### config.mk
export PLATFORM = sky130hd
export DESIGN_NAME = spike_monitor
export DESIGN_NICKNAME = d
export VERILOG_FILES = /design/src/rtl/spike_monitor.sv
export SDC_FILE = /design/constraint.sdc
export NUM_CORES = 1
export LEC_CHECK = 0
export CAP_MARGIN = 40
export CORE_AREA = 3 3 77 79
export CTS_CLUSTER_SIZE = 30
export DETAILED_ROUTE_END_ITERATION = 6
export DIE_AREA = 0 0 80 82
export DONT_BUFFER_PORTS = 1
export GPL_TIMING_DRIVEN = 1
export SLEW_MARGIN = 5
export SYNTH_ARGS = -nofsm -noshare
export SYNTH_HDL_FRONTEND = slang
export SYNTH_SLANG_ARGS = --single-unit
### constraint.sdc
create_clock -name clk -period 3.6 [get_ports clk]
set_input_delay 0.72 -clock clk [delete_from_list [all_inputs] [get_ports clk]]
set_output_delay 0.72 -clock clk [all_outputs]
set_load 0.05 [all_outputs]
### src/rtl/spike_monitor.sv
// spike_monitor -- windowed spike statistics and inter-spike interval tracker.
//
// Watches one neuron's spike line and membrane state, and reports per-window
// statistics plus a running inter-spike interval (ISI).
//
// Window path:
//   A free-running counter cycles through 0..WIN_LEN-1. Over each window it
//   counts spike events (rising edges of spike, saturating at 255) and tracks
//   the unsigned maximum of state. On the last cycle of the window the totals
//   move into rate_out/peak_out, and out_valid is raised. The result is held
//   until the consumer accepts it with out_ready. If a new window ends while
//   a result is still unaccepted, the new totals replace it and the sticky
//   overrun flag is set.
//
// ISI path:
//   This is a two-state FSM (NO_SPIKE, TIMING) with an interval counter that
//   saturates at 255. Every event after the first one latches the interval
//   into isi_out and raises isi_valid. If that interval is shorter than
//   BURST_ISI, a one-cycle burst pulse is also produced. The ISI path ignores
//   window boundaries completely.
//
// Parameters:
//   WIN_LEN    window length in cycles (2..255)
//   BURST_ISI  an ISI below this value counts as a burst (1..254)
//
// Ports:
//   clk        rising-edge clock
//   rst        synchronous active-high reset
//   spike      spike line (may be held high; only rising edges count)
//   state[7:0] membrane state, unsigned
//   out_ready  consumer accepts the window result this cycle
//   out_valid  a window result is pending
//   rate_out   spike count of the completed window
//   peak_out   maximum state seen in the completed window
//   isi_out    latest inter-spike interval, saturating at 255
//   isi_valid  isi_out holds a measured interval
//   burst      one-cycle pulse that marks a short-ISI event
//   overrun    sticky: a pending window result was overwritten
module spike_monitor #(
  parameter int WIN_LEN   = 100,
  parameter int BURST_ISI = 4
) (
  input  logic       clk,
  input  logic       rst,
  input  logic       spike,
  input  logic [7:0] state,
  input  logic       out_ready,
  output logic       out_valid,
  output logic [7:0] rate_out,
  output logic [7:0] peak_out,
  output logic [7:0] isi_out,
  output logic       isi_valid,
  output logic       burst,
  output logic       overrun
);

  localparam logic [7:0] WIN_LAST  = 8'(WIN_LEN - 1);
  localparam logic [7:0] BURST_THR = 8'(BURST_ISI);
  localparam logic [7:0] SAT       = 8'hFF;

  typedef enum logic {
    NO_SPIKE = 1'b0,
    TIMING   = 1'b1
  } isi_state_e;

  // ---------------------------------------------------------------------------
  // Spike edge detection
  // ---------------------------------------------------------------------------
  logic spike_q;
  logic spike_ev;

  // spike_q clears on reset. Because of that, a spike that is high on the
  // first cycle after reset is still seen as a rising edge.
  assign spike_ev = spike & ~spike_q;

  always_ff @(posedge clk) begin
    if (rst) spike_q <= 1'b0;
    else     spike_q <= spike;
  end

  // ---------------------------------------------------------------------------
  // Window accumulation
  // ---------------------------------------------------------------------------
  logic [7:0] win_cnt;
  logic [7:0] spk_cnt;
  logic [7:0] peak_q;
  logic       win_end;
  logic       handshake;
  logic [7:0] spk_cnt_inc;
  logic [7:0] peak_upd;

  assign win_end   = (win_cnt == WIN_LAST);
  assign handshake = out_valid & out_ready;

  // spk_cnt_inc and peak_upd already include the current cycle's event and
  // sample. This lets the window-end cycle publish its own contribution.
  assign spk_cnt_inc = (spike_ev && (spk_cnt != SAT)) ? spk_cnt + 8'd1 : spk_cnt;
  assign peak_upd    = (state > peak_q) ? state : peak_q;

  always_ff @(posedge clk) begin
    if (rst) begin
      win_cnt <= '0;
      spk_cnt <= '0;
      peak_q  <= '0;
    end else if (win_end) begin
      win_cnt <= '0;
      spk_cnt <= '0;
      peak_q  <= '0;
    end else begin
      win_cnt <= win_cnt + 8'd1;
      spk_cnt <= spk_cnt_inc;
      peak_q  <= peak_upd;
    end
  end

  // ---------------------------------------------------------------------------
  // Result holding and handshake
  // ---------------------------------------------------------------------------
  // A window end always loads fresh totals, even if the previous result was
  // never accepted. The newest data wins, and overrun records the loss.
  // Outside a window end the outputs stay fixed, so they remain stable while
  // the consumer stalls.
  always_ff @(posedge clk) begin
    if (rst) begin
      out_valid <= 1'b0;
      rate_out  <= '0;
      peak_out  <= '0;
      overrun   <= 1'b0;
    end else begin
      if (win_end) begin
        rate_out  <= spk_cnt_inc;
        peak_out  <= peak_upd;
        out_valid <= 1'b1;
        if (out_valid && !out_ready) overrun <= 1'b1;
      end else if (handshake) begin
        out_valid <= 1'b0;
      end
    end
  end

  // ---------------------------------------------------------------------------
  // ISI FSM
  // ---------------------------------------------------------------------------
  isi_state_e isi_st, isi_st_nxt;
  logic [7:0] isi_cnt, isi_cnt_nxt;
  logic       isi_load;
  logic       burst_nxt;

  always_ff @(posedge clk) begin
    if (rst) isi_st <= NO_SPIKE;
    else     isi_st <= isi_st_nxt;
  end

  always_comb begin
    isi_st_nxt  = isi_st;
    isi_cnt_nxt = isi_cnt;
    isi_load    = 1'b0;
    burst_nxt   = 1'b0;
    case (isi_st)
      NO_SPIKE: begin
        // The first event only starts timing. There is no interval to report
        // yet, so no burst can be produced here.
        if (spike_ev) begin
          isi_st_nxt  = TIMING;
          isi_cnt_nxt = 8'd1;
        end
      end
      TIMING: begin
        if (spike_ev) begin
          isi_load    = 1'b1;
          burst_nxt   = (isi_cnt < BURST_THR);
          isi_cnt_nxt = 8'd1;
        end else if (isi_cnt != SAT) begin
          isi_cnt_nxt = isi_cnt + 8'd1;
        end
      end
      default: isi_st_nxt = NO_SPIKE;
    endcase
  end

  always_ff @(posedge clk) begin
    if (rst) begin
      isi_cnt   <= '0;
      isi_out   <= '0;
      isi_valid <= 1'b0;
      burst     <= 1'b0;
    end else begin
      isi_cnt <= isi_cnt_nxt;
      burst   <= burst_nxt;
      if (isi_load) begin
        isi_out   <= isi_cnt;
        isi_valid <= 1'b1;
      end
    end
  end

endmodule

==> reports/summary.log, run 1 <==
INFO  synth          postSynthAreaPerCell=8.85um2
INFO  die            die_width=80um
INFO  final_layout   final_net_count=323
INFO  synth          synthArstFlopShare=0
INFO  setup_path     worst_setup_path_start_kind=flop
INFO  setup_path     r2r.worst_path.cells=7
INFO  hold_path      hold-path-cell-count=1
INFO  clock_tree     clock_sink_count=62
INFO  sta            worst_slew_pin_slew=0.683ns
INFO  synth          yosysUniqueCellTypes=45
INFO  synth          postSynth.topFlopCell=dfxtp_1
INFO  final_layout   layout-drive-gt1-share=0.0852
INFO  global_route   grt_remaining_overflow=0
INFO  clock_tree     hold_buffers=0
INFO  detailed_routing via_per_inst=5.41
INFO  synth          ys_ff_latch=62
INFO  place          post-dp-hpwl=3.74mm
INFO  setup_path     worstPathRequired=3.80ns
INFO  clock_tree     cts_post_setup_buffers_inserted=0
INFO  detailed_routing remaining_drc_errors=0
INFO  detailed_routing average_detailed_routed_wire_length_per_instance=14.1um
INFO  run            max_cap_violations=0
INFO  synth          synth_cells=301
INFO  power          pwr_density_cell=502nW/um2
INFO  place          port_buffers=0
INFO  place          detailed_place.area=2700um2
INFO  die            initial_cell_density_of_the_core=0.493
INFO  detailed_routing drt_iter0_markers=90
INFO  sta            timing.final.ws_setup=1.23ns
INFO  global_route   globalRouteTotalUtil=0.176
INFO  synth          syn_nets=324
INFO  clock_tree     cts-buffers-inserted=9
INFO  detailed_routing firstDrtPassIters=4
INFO  clock_tree     tritoncts=done
INFO  global_route   first_global_vias=1884
INFO  die            die-height=82um
INFO  power          post-layout-total-power=1.44mW
INFO  clock_tree     cts.clk_slew.worst_paths=0.07ns
INFO  sta            slew_headroom=0.543
INFO  setup_path     critPathMaxFanout=9
INFO  synth          post-synth-top-area-fraction=0.466
INFO  sta            setup_violations=0
INFO  synth          synth-edff-count=0
INFO  die            design.die.area=6560um2
INFO  setup_path     path_class=reg -> reg
INFO  clock_tree     postCtsResizedCells=0
INFO  sta            timing_max_transition_violations_final=0
INFO  global_route   maximum_number_of_pins_on_one_net_before_global_route_repair=23
INFO  sta            fin_crit=2.37ns
INFO  power          vdd_drop_max=0.000293V
INFO  final_layout   design_area=2880um2
INFO  die            core_area=5410um2
INFO  synth          mappedNetlistArea=2660um2
INFO  sta            rsz0062_at_grt=false
INFO  global_route   global_route_wire_length_before_repair=8.87mm
INFO  setup_path     worst_ep_arrival_time=2.57ns
INFO  place          worst_setup_slack_before_clock_tree_synthesis=0.918ns
INFO  place          gpl.final_weighted_congestion=0.864
INFO  detailed_routing antenna_left=0
INFO  setup_path     crit_path_end_kind=flop
INFO  sta            timing.final.hold_violations=0
INFO  power          p_leak=1.12nW
INFO  die            ios=40
INFO  hold_path      hold_path.class=reg -> reg
INFO  global_route   antenna_violations_before_repair=0
INFO  sta            final.period_utilization=0.658
INFO  hold_path      hold_end=win_cnt[0]
INFO  sta            achievable-frequency=422MHz
INFO  synth          seq_area_frac_synth=0.466
INFO  sta            fin_tns_setup=0ns
INFO  setup_path     r2r_setup_slack=1.23ns
INFO  synth          synth_top_cells_by_area=dfxtp_1 (47%), nor2_1 (6.1%), ha_1 (5.2%)
INFO  final_layout   num_antenna_cells=0
INFO  synth          synth-warning-count=0
INFO  die            floorplan.rows=27
INFO  sta            finalClockSkew=0.00826ns
INFO  clock_tree     clk_root_buffer_cell=clkbuf_8
INFO  clock_tree     clockBufferDepth=2
INFO  detailed_routing dr_total_vias=2041
INFO  setup_path     worst_flop_to_flop_path_endpoint=peak_out[3]
INFO  final_layout   final_core_utilization=0.532
INFO  detailed_routing drt-total-wl=5.32mm
INFO  setup_path     origin_of_the_critical_flop_to_flop_path=peak_q[5]
INFO  clock_tree     clk-insertion-delay-late=0.33ns
INFO  status         result_of_the_run=completed
INFO  clock_tree     deepest_level_of_the_cts_h_tree=3
INFO  hold_path      worst_hold_startpoint=win_cnt[0]
INFO  synth          synth_top_cell_by_area=dfxtp_1
INFO  final_layout   syn2layout_area_growth=7.94%
[worst max-delay path by stage]
| stage | start | endpoint | slack [ns] | cells after the start |
|---|---|---|---|---|
| 2_1_floorplan | state[1] | peak_out[0] | 1.03 | 8 |
| 3_3_place_gp | state[5] | peak_out[3] | 0.96 | 6 |
| 3_5_place_dp | state[5] | peak_out[3] | 0.92 | 6 |
| 4_1_cts | peak_q[5] | peak_out[3] | 1.24 | 7 |
| 5_1_grt | peak_q[5] | peak_out[3] | 1.02 | 7 |
| 6_report | peak_q[5] | peak_out[3] | 1.23 | 7 |
[stage by stage]
stage                     cells  hold WS [ns]
final                       377         0.440
after global placement      361         0.429
after CTS                   377         0.428
after global routing        377         0.421
after floorplan             301         0.413
after detailed placement    361         0.440
[cell type report]
| cell class | instances | area [um2] |
|---|---|---|
| multi-input combinational | 214 | 1310 |
| timing repair buffer | 2 | 15.0 |
| clock inverter | 7 | 51.3 |
| sequential | 62 | 1240 |
| clock buffer | 9 | 124 |
| fill | 524 | 2530 |
| inverter | 11 | 41.3 |
| tap | 72 | 90.1 |
[worst max-delay path, stage by stage (launching register included)]
cell and delay, ns:
dfxtp_1 0.35, inv_1 0.06, ha_1 0.30, a211oi_2 0.28, nor2_2 0.14, or4_4 0.61
a311oi_1 0.41, o21ai_1 0.09
[routing by layer]
layer | track usage | share of wire
met5 | 0 | 0
met1 | 0.218 | 0.47
met3 | 0.0471 | 0.048
met2 | 0.275 | 0.46
met4 | 0.101 | 0.022
[sequential cells by signal (all words and copies together) (netlist names)]
register and flops:
peak_q 8, spike_q 1, isi_st 1, burst 1, isi_cnt 8, win_cnt 8
overrun 1, spk_cnt 8, isi_out 8, peak_out 8, isi_valid 1, out_valid 1
rate_out 8
[cell families (layout without fill, tap and decap cells)]
kind of cell	after synthesis	count (layout)	share of synthesized area
simple gates	123	123	0.220
flops	62	62	0.466
compound gates	55	55	0.133
buf+inv	25	29	0.0413
xor+xnor	14	14	0.0460
fa+ha+maj	11	11	0.0517
mux	11	11	0.0413
[synthesized netlist by cell type, types with 2 or more instances]
library cell	n
nor4_1	10
o21ai_1	8
mux2i_1	11
and3_1	6
a21oi_1	15
nand4_1	4
nand3_1	7
buf_1	2
nor2b_1	3
xor2_1	6
buf_6	2
o21ai_0	12
a311oi_1	6
inv_1	10
clkbuf_1	9
and2_1	2
dfxtp_1	62
a311oi_2	2
xnor2_1	8
a31oi_1	3
nor3_1	2
nor2_1	43
ha_1	11
nand2_1	33
nand2b_1	4
[layout by cell type (no fill, tap or decap), drive strengths merged, types with 3 or more instances in the layout]
master / netlist / routed
dfxtp: 62 / 62
nor2: 44 / 44
nand2: 33 / 33
o21ai: 20 / 20
a21oi: 15 / 15
mux2i: 11 / 11
ha: 11 / 11
inv: 10 / 10
nor4: 10 / 10
clkbuf: 9 / 9
xnor2: 8 / 8
a311oi: 8 / 8
nand3: 7 / 7
and3: 6 / 6
xor2: 6 / 6
clkinv: 1 / 6
nand2b: 4 / 4
nand4: 4 / 4
nor2b: 3 / 3
a31oi: 3 / 3
[report_power, final]
group | leakage (nW) | switching [mW] | internal (mW)
registers | 0.503 | 0.0221 | 0.711
clock network | 0.0852 | 0.271 | 0.250
logic | 0.530 | 0.119 | 0.0705
Note: power is estimated with default switching activity, not from simulation.
==> run 2, diff against run 1 <==
- PLACE_DENSITY: unset -> 0.67
- clock period: 3.6 -> 2.1 ns (I/O delays scaled with it)
==> reports/summary.log, run 2 (synthesized netlist as in run 1, its figures left out) <==
INFO  status         result_of_the_run=completed [unchanged]
INFO  sta            rsz0062_at_grt=true [was false]
INFO  detailed_routing via_per_inst=5.50 [was 5.41]
INFO  clock_tree     clockBufferDepth=2 [unchanged]
INFO  global_route   maximum_number_of_pins_on_one_net_before_global_route_repair=23 [unchanged]
INFO  detailed_routing average_detailed_routed_wire_length_per_instance=14.7um [was 14.1 um]
INFO  sta            worst_slew_pin_slew=0.556ns [was 0.683 ns]
INFO  die            initial_cell_density_of_the_core=0.493 [unchanged]
INFO  final_layout   final_cell_mix=dfxtp_1 (60), nor2_1 (43), nand2_1 (33) [was dfxtp_1 (62), nor2_1 (43), nand2_1 (33)]
INFO  setup_path     critPathMaxFanout=8 [was 9]
INFO  sta            timing.final.hold_violations=0 [unchanged]
INFO  setup_path     worstPathRequired=2.31ns [was 3.80 ns]
INFO  final_layout   leading_cell_type_in_the_layout_fill_and_taps_excluded=dfxtp_1 [unchanged]
INFO  clock_tree     deepest_level_of_the_cts_h_tree=3 [unchanged]
INFO  hold_path      hold_path.class=in -> reg [was reg -> reg]
INFO  die            die_width=80um [unchanged]
INFO  place          dp_cells=369 [was 361]
INFO  power          post-layout-total-power=2.76mW [was 1.44 mW]
INFO  setup_path     r2r.worst_path.cells=7 [unchanged]
INFO  final_layout   num_antenna_cells=0 [unchanged]
INFO  hold_path      worst_hold_startpoint=rst [was win_cnt[0]]
INFO  sta            slew_headroom=0.626 [was 0.543]
INFO  run            max_cap_violations=0 [unchanged]
INFO  global_route   first_global_vias=1987 [was 1884]
INFO  detailed_routing remaining_drc_errors=0 [unchanged]
INFO  sta            setup_violations=0 [unchanged]
INFO  clock_tree     tritoncts=done [unchanged]
INFO  final_layout   num-fill-cells=509 [was 524]
INFO  detailed_routing dr_total_vias=2122 [was 2041]
INFO  power          pwr_density_cell=895nW/um2 [was 502 nW/um2]
INFO  global_route   grt_remaining_overflow=0 [unchanged]
INFO  die            die-height=82um [unchanged]
INFO  detailed_routing drt_iter0_markers=91 [was 90]
INFO  global_route   antenna_violations_before_repair=0 [unchanged]
INFO  hold_path      hold-path-cell-count=1 [unchanged]
INFO  global_route   globalRouteTotalUtil=0.180 [was 0.176]
INFO  final_layout   layout-drive-gt1-share=0.156 [was 0.0852]
INFO  setup_path     crit_path_end_kind=flop [unchanged]
INFO  die            core_area=5410um2 [unchanged]
INFO  sta            final.period_utilization=0.969 [was 0.658]
INFO  die            design.die.area=6560um2 [unchanged]
INFO  final_layout   syn2layout_area_growth=15.8% [was 7.94%]
INFO  sta            timing_max_transition_violations_final=0 [unchanged]
INFO  hold_path      hold_end=isi_st [was win_cnt[0]]
INFO  detailed_routing antenna_left=0 [unchanged]
INFO  place          post-dp-hpwl=3.86mm [was 3.74 mm]
INFO  setup_path     worst_setup_path_start_kind=flop [unchanged]
INFO  global_route   global_route_wire_length_before_repair=9.15mm [was 8.87 mm]
INFO  power          p_leak=1.19nW [was 1.12 nW]
INFO  final_layout   design_area=3090um2 [was 2880 um2]
INFO  place          detailed_place.area=2810um2 [was 2700 um2]
INFO  setup_path     r2r_setup_slack=0.07ns [was 1.23 ns]
INFO  sta            achievable-frequency=492MHz [was 422 MHz]
INFO  power          vdd_drop_max=0.000805V [was 0.000293 V]
INFO  final_layout   finish.cell_count_without_fillers=386 [was 377]
INFO  clock_tree     clk_root_buffer_cell=clkbuf_8 [unchanged]
INFO  die            floorplan.rows=27 [unchanged]
INFO  place          port_buffers=0 [unchanged]
INFO  clock_tree     clock_sink_count=62 [unchanged]
INFO  die            ios=40 [unchanged]
INFO  setup_path     path_class=reg -> reg [unchanged]
INFO  clock_tree     cts.clk_slew.worst_paths=0.07ns [about the same]
INFO  final_layout   final_net_count=332 [was 323]
INFO  sta            finalClockSkew=0.00684ns [was 0.00826 ns]
INFO  detailed_routing drt-total-wl=5.67mm [was 5.32 mm]
INFO  setup_path     worst_flop_to_flop_path_endpoint=peak_out[5] [was peak_out[3]]
INFO  setup_path     worst_ep_arrival_time=2.25ns [was 2.57 ns]
INFO  sta            fin_crit=2.03ns [was 2.37 ns]
INFO  setup_path     origin_of_the_critical_flop_to_flop_path=peak_q[1] [was peak_q[5]]
INFO  detailed_routing firstDrtPassIters=4 [unchanged]
INFO  clock_tree     cts-buffers-inserted=9 [unchanged]
INFO  clock_tree     clk-insertion-delay-late=0.33ns [about the same]
INFO  place          gpl.final_weighted_congestion=0.858 [was 0.864]
==> run 2: changes by cell type in the layout (fill, tap and decap cells not counted), moves of 3 or more <==
cell	previous run	this run
a311oi_1	6	0
a311oi_2	2	6
ha_4	0	3
buf_4	2	11
ha_1	11	8
clkinv_4	3	0
==> run 2: how the worst max path moves through the flow <==
stage                          from  cells after the start     endpoint  slack [ns]
final                     peak_q[1]                      7  peak_out[5]        0.07
after global routing      peak_q[1]                      7  peak_out[1]      -0.009
after CTS                 peak_q[5]                      7  peak_out[1]        0.04
after detailed placement   state[5]                      6  peak_out[7]       -0.08
after global placement     state[5]                      6  peak_out[0]       -0.01
after floorplan            state[1]                      8  peak_out[0]       -0.04
==> run 2: area by class of cell <==
type	instances	area, um2	area share
Inverter	11	41.3	0.0134
Clock buffer	11	151	0.0491
Multi-Input combinational cell	214	1420	0.460
Sequential cell	62	1240	0.403
Clock inverter	5	57.6	0.0187
Tap cell	72	90.1	0.0292
Timing Repair Buffer	11	82.6	0.0268
==> run 2: per-layer routing <==
metal | wire [um] | up-vias | track usage
met4 | 81 | 0 | 0.0794
met2 | 2650 | 53 | 0.272
met3 | 315 | 6 | 0.0680
met5 | 0 | - | 0
met1 | 2620 | 997 | 0.229
li1 | - | 1066 | -
==> run 2: report_power, final <==
| group | switching (mW) | leakage, nW | internal, mW |
|---|---|---|---|
| logic | 0.245 | 0.593 | 0.196 |
| clock network | 0.452 | 0.0976 | 0.610 |
| registers | 0.0385 | 0.504 | 1.22 |
| total | 0.736 | 1.19 | 2.03 |
==> run 2: timing repair <==
item / CTS / global route
setup buffers: 0 / 1
hold buffers: 0 / 0
pin swaps: 1 / 0
gates resized for setup: 1 / 9
setup endpoints to repair: 15 / 16
==> run 2: stage by stage <==
stage	setup TNS [ns]	utilization	setup slack [ns]	hold WS (ns)
after global placement	-0.0106	0.520	-0.0106	0.428
after detailed placement	-0.898	0.520	-0.0800	0.435
after global routing	-0.0123	0.571	-0.00898	0.117
final	0	0.571	0.0654	0.150
after floorplan	-0.342	-	-0.0429	0.413
after CTS	0	0.561	0.0405	0.126
==> run 2: worst max-delay path: stages, from the launching register on <==
cell      delay, ns
dfxtp_2        0.33
inv_2          0.05
ha_4           0.21
nor2b_4        0.12
o211a_1        0.23
or4_4          0.60
a311oi_2       0.30
o21ai_1        0.08
==> run 3, diff against run 2 <==
- HOLD_SLACK_MARGIN: unset -> 0.1
==> results of run 3 <==
The final DEF is identical to that of run 2; final timing and power are the same.
